[src/rtl/vga_sync_decoder.sv]
// vga_sync_decoder: recovers h/v position from incoming hsync/vsync and
// blanks the pixel stream until both sync axes have locked.
module vga_sync_decoder #(
    parameter int H_DISPLAY  = 640,
    parameter int H_L_BORDER = 48,
    parameter int H_R_BORDER = 16,
    parameter int H_RETRACE  = 96,
    parameter int V_DISPLAY  = 480,
    parameter int V_T_BORDER = 10,
    parameter int V_B_BORDER = 33,
    parameter int V_RETRACE  = 2,
    parameter int H_LOCK     = 4,
    parameter int V_LOCK     = 2,
    parameter int TIMEOUT    = 1600
) (
    input  logic        clk,
    input  logic        rst,
    input  logic        hsync,
    input  logic        vsync,
    input  logic [11:0] rgb_in,
    output logic [11:0] rgb_out,
    output logic [9:0]  h,
    output logic [9:0]  v,
    output logic        vidstate,
    output logic        locked,
    output logic        frame_start
);
    localparam int H_MAX    = H_DISPLAY + H_L_BORDER + H_R_BORDER + H_RETRACE - 1;
    localparam int HS_START = H_DISPLAY + H_R_BORDER;
    localparam int V_MAX    = V_DISPLAY + V_T_BORDER + V_B_BORDER + V_RETRACE - 1;
    localparam int VS_START = V_DISPLAY + V_B_BORDER;
    localparam int HW       = $clog2(H_LOCK + 1);
    localparam int VW       = $clog2(V_LOCK + 1);
    localparam int TW       = $clog2(TIMEOUT + 1);

    logic          hs_r, vs_r, h_lock, v_lock;
    logic [11:0]   rgb_r;
    logic [HW-1:0] hm, hm_inc;
    logic [VW-1:0] vm, vm_inc;
    logic [TW-1:0] tcnt;
    logic [9:0]    h_pred, v_pred;
    logic          hs_edge, vs_edge, h_match, v_match, timeout;

    always_comb begin
        hs_edge     = hsync & ~hs_r;
        vs_edge     = vsync & ~vs_r;
        h_pred      = (h == 10'(H_MAX)) ? 10'd0 : h + 10'd1;
        v_pred      = (h != 10'(H_MAX)) ? v : (v == 10'(V_MAX)) ? 10'd0 : v + 10'd1;
        h_match     = h_pred == 10'(HS_START);
        v_match     = v_pred == 10'(VS_START);
        hm_inc      = (hm == HW'(H_LOCK)) ? hm : hm + HW'(1);
        vm_inc      = (vm == VW'(V_LOCK)) ? vm : vm + VW'(1);
        timeout     = tcnt == TW'(TIMEOUT);
        vidstate    = (h < 10'(H_DISPLAY)) && (v < 10'(V_DISPLAY));
        rgb_out     = (vidstate && locked) ? rgb_r : 12'h000;
        frame_start = (h == 10'd0) && (v == 10'd0) && locked;
    end

    always_ff @(posedge clk or posedge rst) begin
        if (rst) begin
            hs_r   <= 1'b0;
            vs_r   <= 1'b0;
            rgb_r  <= '0;
            h      <= '0;
            v      <= '0;
            hm     <= '0;
            vm     <= '0;
            tcnt   <= '0;
            h_lock <= 1'b0;
            v_lock <= 1'b0;
            locked <= 1'b0;
        end else begin
            hs_r   <= hsync;
            vs_r   <= vsync;
            rgb_r  <= rgb_in;
            h      <= hs_edge ? 10'(HS_START) : h_pred;
            v      <= vs_edge ? 10'(VS_START) : v_pred;
            locked <= h_lock & v_lock;
            tcnt   <= hs_edge ? '0 : timeout ? tcnt : tcnt + TW'(1);
            if (hs_edge) begin
                hm     <= h_match ? hm_inc : HW'(1);
                h_lock <= h_match & (h_lock | (hm_inc == HW'(H_LOCK)));
            end
            if (vs_edge) begin
                vm     <= v_match ? vm_inc : VW'(1);
                v_lock <= v_match & (v_lock | (vm_inc == VW'(V_LOCK)));
            end
            // losing hsync for too long invalidates everything learned so far
            if (timeout && !hs_edge) begin
                hm     <= '0;
                vm     <= '0;
                h_lock <= 1'b0;
                v_lock <= 1'b0;
            end
        end
    end
endmodule

[config.mk]
export PLATFORM = sky130hd
export DESIGN_NAME = vga_sync_decoder
export DESIGN_NICKNAME = d
export VERILOG_FILES = /design/src/rtl/vga_sync_decoder.sv
export SDC_FILE = /design/constraint.sdc
export NUM_CORES = 1
export LEC_CHECK = 0
export BUFFER_PORTS_ARGS = -buffer_cell sky130_fd_sc_hd__buf_2
export CAP_MARGIN = 20
export CORE_UTILIZATION = 45
export CTS_BUF_LIST = sky130_fd_sc_hd__clkbuf_8
export CTS_CLUSTER_DIAMETER = 60
export DETAILED_ROUTE_END_ITERATION = 16
export PLACE_DENSITY = 0.76
export REMOVE_ABC_BUFFERS = 1
export SLEW_MARGIN = 20
export SYNTH_ARGS = -nofsm -noshare
export SYNTH_HDL_FRONTEND = slang
export SYNTH_SLANG_ARGS = --single-unit
[constraint.sdc]
create_clock -name clk -period 2.4 [get_ports clk]
set_input_delay 0.12 -clock clk [delete_from_list [all_inputs] [get_ports clk]]
set_output_delay 0.12 -clock clk [all_outputs]
set_load 0.1 [all_outputs]
# Word level (Yosys, flattened, before mapping)
# Cells that the tools add are included.
# word_totals
latch_bits	0
rom_bits	0
ram_bits	0
mem_count	0
reg_bits	53
# op_classes
n_eq_ne	11
order_cmp	2
n_mul	0
muxes	20
shifts	0
bitwise_logic	9
div	0
add_sub_neg	5
n_reduce_logical	10
# ops
operator	count
$mux 10	5
$eq 10x10->1 const B	4
$mux 11	2
$add 10x1->10 const B	2
$logic_not 10->1	2
$mux 12	1
$mux 3	4
$add 11x1->11 const B	1
$eq 11x11->1 const B	1
$lt 10x10->1 const B	1
$lt 10x9->1 const B	1
$ne 10x10->1 const B	1
$mux 2	4
$eq 3x3->1 const B	2
$and 1x1->1	5
$logic_and 1x1->1	5
$eq 2x2->1 const B	2
$mux 1	4
$reduce_bool 2->1	2
$add 3x1->3 const B	1
$add 2x1->2 const B	1
$ne 2x2->1 const B	1
$not 1->1	2
$or 1x1->1	2
$logic_not 1->1	1

# Logic depth before layout (Yosys ltp)
# logic_depth
depth_word	7
ltp_mapped	8
depth_no_buf	8

# Worst setup path before layout
# No wires, ideal clock.
# synth_timing
path_kind	reg-to-output
from	register v[5]
to	output frame_start
required_ps	2280
path_buffers	1
path_stages_with_launch	5
path_slack_ps	-2617
t_arrival_ps	4897
cell_sequence	dfrtp_1 > buf_2 > or4_4 > or3b_1 > nor4_1
# synth_via
elab_chain_cells	3
# synth_lines
item	line_no	text
from (decl)	23	output logic [9:0] v,
from (signal assigned)	77	v <= vs_edge ? 10'(VS_START) : v_pred;
$logic_not 10->1	56	frame_start = (h == 10'd0) && (v == 10'd0) && locked;
$logic_and 1x1->1 (2 in a row)	56	
to (decl)	26	output logic frame_start
# Every way passes these cells.

# Final worst setup path
# layout_timing
from	register v[6]
to	output frame_start
# Same word-level chain as after synthesis.

==> reports/results.ini <==
[floorplanning]
die_h_um = 83.2
fp.coreArea_um2 = 6350
io_pins = 51
initial_core_util_pct = 46.7
num_rows = 29
dieArea_um2 = 6920
dieWidth_um = 83.2

[yosys]
synthArstFlopShare_pct = 100
synth_fa_ha_area_share_pct = 4.22
synth-edff-count = 0
synth.cell_area_um2 = 2970
synth_top_family_by_area = simple AND/OR/NAND/NOR gates
synth_top_area_share_pct = 44.7
ys_ff_latch = 53
synth_compound_area_share_pct = 14.6
syn_inst = 313
synth-simple-area-share_pct = 27.6
synth_top_area_cell = dfrtp_1
ys_warn_count = 0
ys_seq_area_share_pct = 44.7
synthFlopType = dfrtp_1
muxShareOfSynthArea_pct = 0.380
yosys-top-cells-area = dfrtp_1, ha_1, o21ai_0, nor2_1, and2_1
synth.avg_cell_area_um2 = 9.47
ys_types = 58
synth-xor-area-share_pct = 3.84

[clocking]
cts_buffers = 5
cts-root-buf = clkbuf_8
cts_tree = built
cts.sinks = 53
htreeDepth = 2
cts-root-to-sink-buffers = 2
worstSkewPairLatency_ns = 0.32
clk_pin_slew_ns = 0.10

[worst_setup_path]
cp-end-kind = output port
r2r_start = h[1]
cp.arrival_ns = 2.18
r2r_cells = 7
cpPeakStageDelay_ns = 0.56
slowest_stage = or4_4
reg2reg_to = vm[0]
regToRegSetupSlack_ns = 0.22
cp_max_fo = 3
crit_cells = 5
critPathKind = flip-flop to output port
cp-start-kind = flip-flop
worst-path-buf-inv = 2
crit_chain = or4_4 > or3b_1 > nor4_2 > buf_4 > buf_12
critPathTopFamily = simple AND/OR/NAND/NOR gates
cp.required_ns = 2.28

[cells_and_area]
fin_area_um2 = 3710
layout.nets = 418
diodes = 0
drive_above_1_share_pct = 24.9
syn_to_final_growth_pct = 25.1
final_common_cell = dfrtp_1
instances_no_fill = 470
most-common-layout-cells = dfrtp_1, buf_2, nor2_1, buf_4, o21ai_0
post-route-util_pct = 58.4

[drt]
wl_um = 7140
viasPerCell = 5.64
antenna_left = 0
drc_errors = 0
first_pass_iters = 4
drt_iter0_drc = 227
vias = 2650
routedWlPerCell_um = 15.2

[sta]
fin_tns_setup_ns = 0
slew_violations = 0
setup_ws_ns = 0.100
fmax_mhz = 435
skew_ns = 0.00616
hold_violations = 0
tightestPinTransition_ns = 0.579
slew_headroom_pct = 61.3
finalCriticalPeriod_ns = 2.30
layout_worst_path_cycle_share_pct = 95.8
final-setup-viol-count = 0

[global_routing]
antenna_found_initial = 0
grt_pass1_wl_um = 12300
grt_overflow = 0
grt_max_degree = 27
grt_pass1_vias = 2578
grt_usage_pct = 22.0

[pwr]
vdd_ir_drop_max_uv = 555
p_per_area_nw_per_um2 = 630
leakage_nw = 1.70

[place]
io_buffers = 50
placed_area_um2 = 3420
dp_slack_ns = 0.215
hpwlAfterDp_um = 4910
dp_cells = 446
gp_congestion = 0.865

[outcome]
status = finished, final reports clean

[hold_path]
min_path_type = input pin to asynchronous set/reset pin

[job]
maxCapViolCount = 0

sequential cells by signal, indices dropped and copies added, names as in the netlist:
signal / flops
tcnt: 11
locked: 1
vm: 2
vs_r: 1
hm: 3
rgb_r: 12
hs_r: 1
v: 10
h: 10
v_lock: 1
h_lock: 1
metrics by stage:
step	power (mW)	hold WS [ns]
floorplan	1.51	0.151
global placement	1.67	0.206
detailed placement	1.68	0.216
CTS	2.34	0.423
finish	2.34	0.408
global route	2.46	0.433
cells in the mapped netlist (all sizes together), types with 3 or more instances:
library cell	n
a211o	3
a211oi	3
a21oi	15
and2	15
and3	5
buf	6
clkbuf	10
dfrtp	53
ha	10
inv	16
nand2	19
nand2b	8
nand3	16
nand4	5
nand4b	4
nor2	26
nor2b	3
nor3	9
nor4	6
o21ai	20
o31a	3
or3	5
or4	5
xnor2	5
xor2	8
kinds of logic (layout without fill, tap and decap cells):
kind of cell | after synthesis | in the layout
AND/OR/NAND/NOR | 139 | 139
flip-flops | 53 | 53
adder cells (fa/ha/maj) | 10 | 10
buffers and inverters | 32 | 112
multiplexers | 1 | 1
XOR/XNOR | 13 | 13
AO/OA/AOI/OAI | 65 | 65
worst register-to-register path, cell delays in order (launching register included):
cell	delay (ns)
dfrtp_1	0.37
ha_1	0.19
and4_2	0.30
nand3b_4	0.09
or4_4	0.54
a211oi_2	0.19
nand4b_1	0.17
o221a_1	0.24
layer usage:
| metal | share of wire [%] | wire length [um] | GRT usage [%] |
|---|---|---|---|
| met5 | 0 | 0 | 0 |
| met4 | 1.2 | 89 | 7.99 |
| met3 | 6.4 | 460 | 5.37 |
| met2 | 49 | 3510 | 35.0 |
| met1 | 43 | 3080 | 29.0 |
layout make-up:
cell class	instances	area, um2
inverter	16	60.1
timing repair buffer	88	588
fill	548	2640
clock inverter	3	48.8
multi-input combinational	228	1520
clock buffer	5	68.8
sequential	53	1330
tap	77	96.3
worst max-delay path by stage:
| stage | endpoint | start | slack (ns) |
|---|---|---|---|
| 4_1_cts | frame_start | v[6] | 0.03 |
| 5_1_grt | vm[0] | h[1] | -0.02 |
| 3_3_place_gp | frame_start | v[7] | 0.25 |
| 3_5_place_dp | hm[2] | h[1] | 0.22 |
| 2_1_floorplan | frame_start | v[6] | -2.54 |
| 6_report | frame_start | v[6] | 0.10 |
power by group:
part           internal, mW  switching (mW)
Combinational         0.214           0.431
Clock                 0.318           0.322
Sequential            0.976          0.0764
Total                  1.51           0.830
what timing repair did:
item,in CTS,in global routing
endpoints found under the hold margin,38,0
pin swaps,1,1
gates resized for setup,0,4
setup endpoints to repair,1,3
hold buffers,15,0
setup buffers,1,0
gates cloned,0,0
Power figures use the tool's default switching activity.
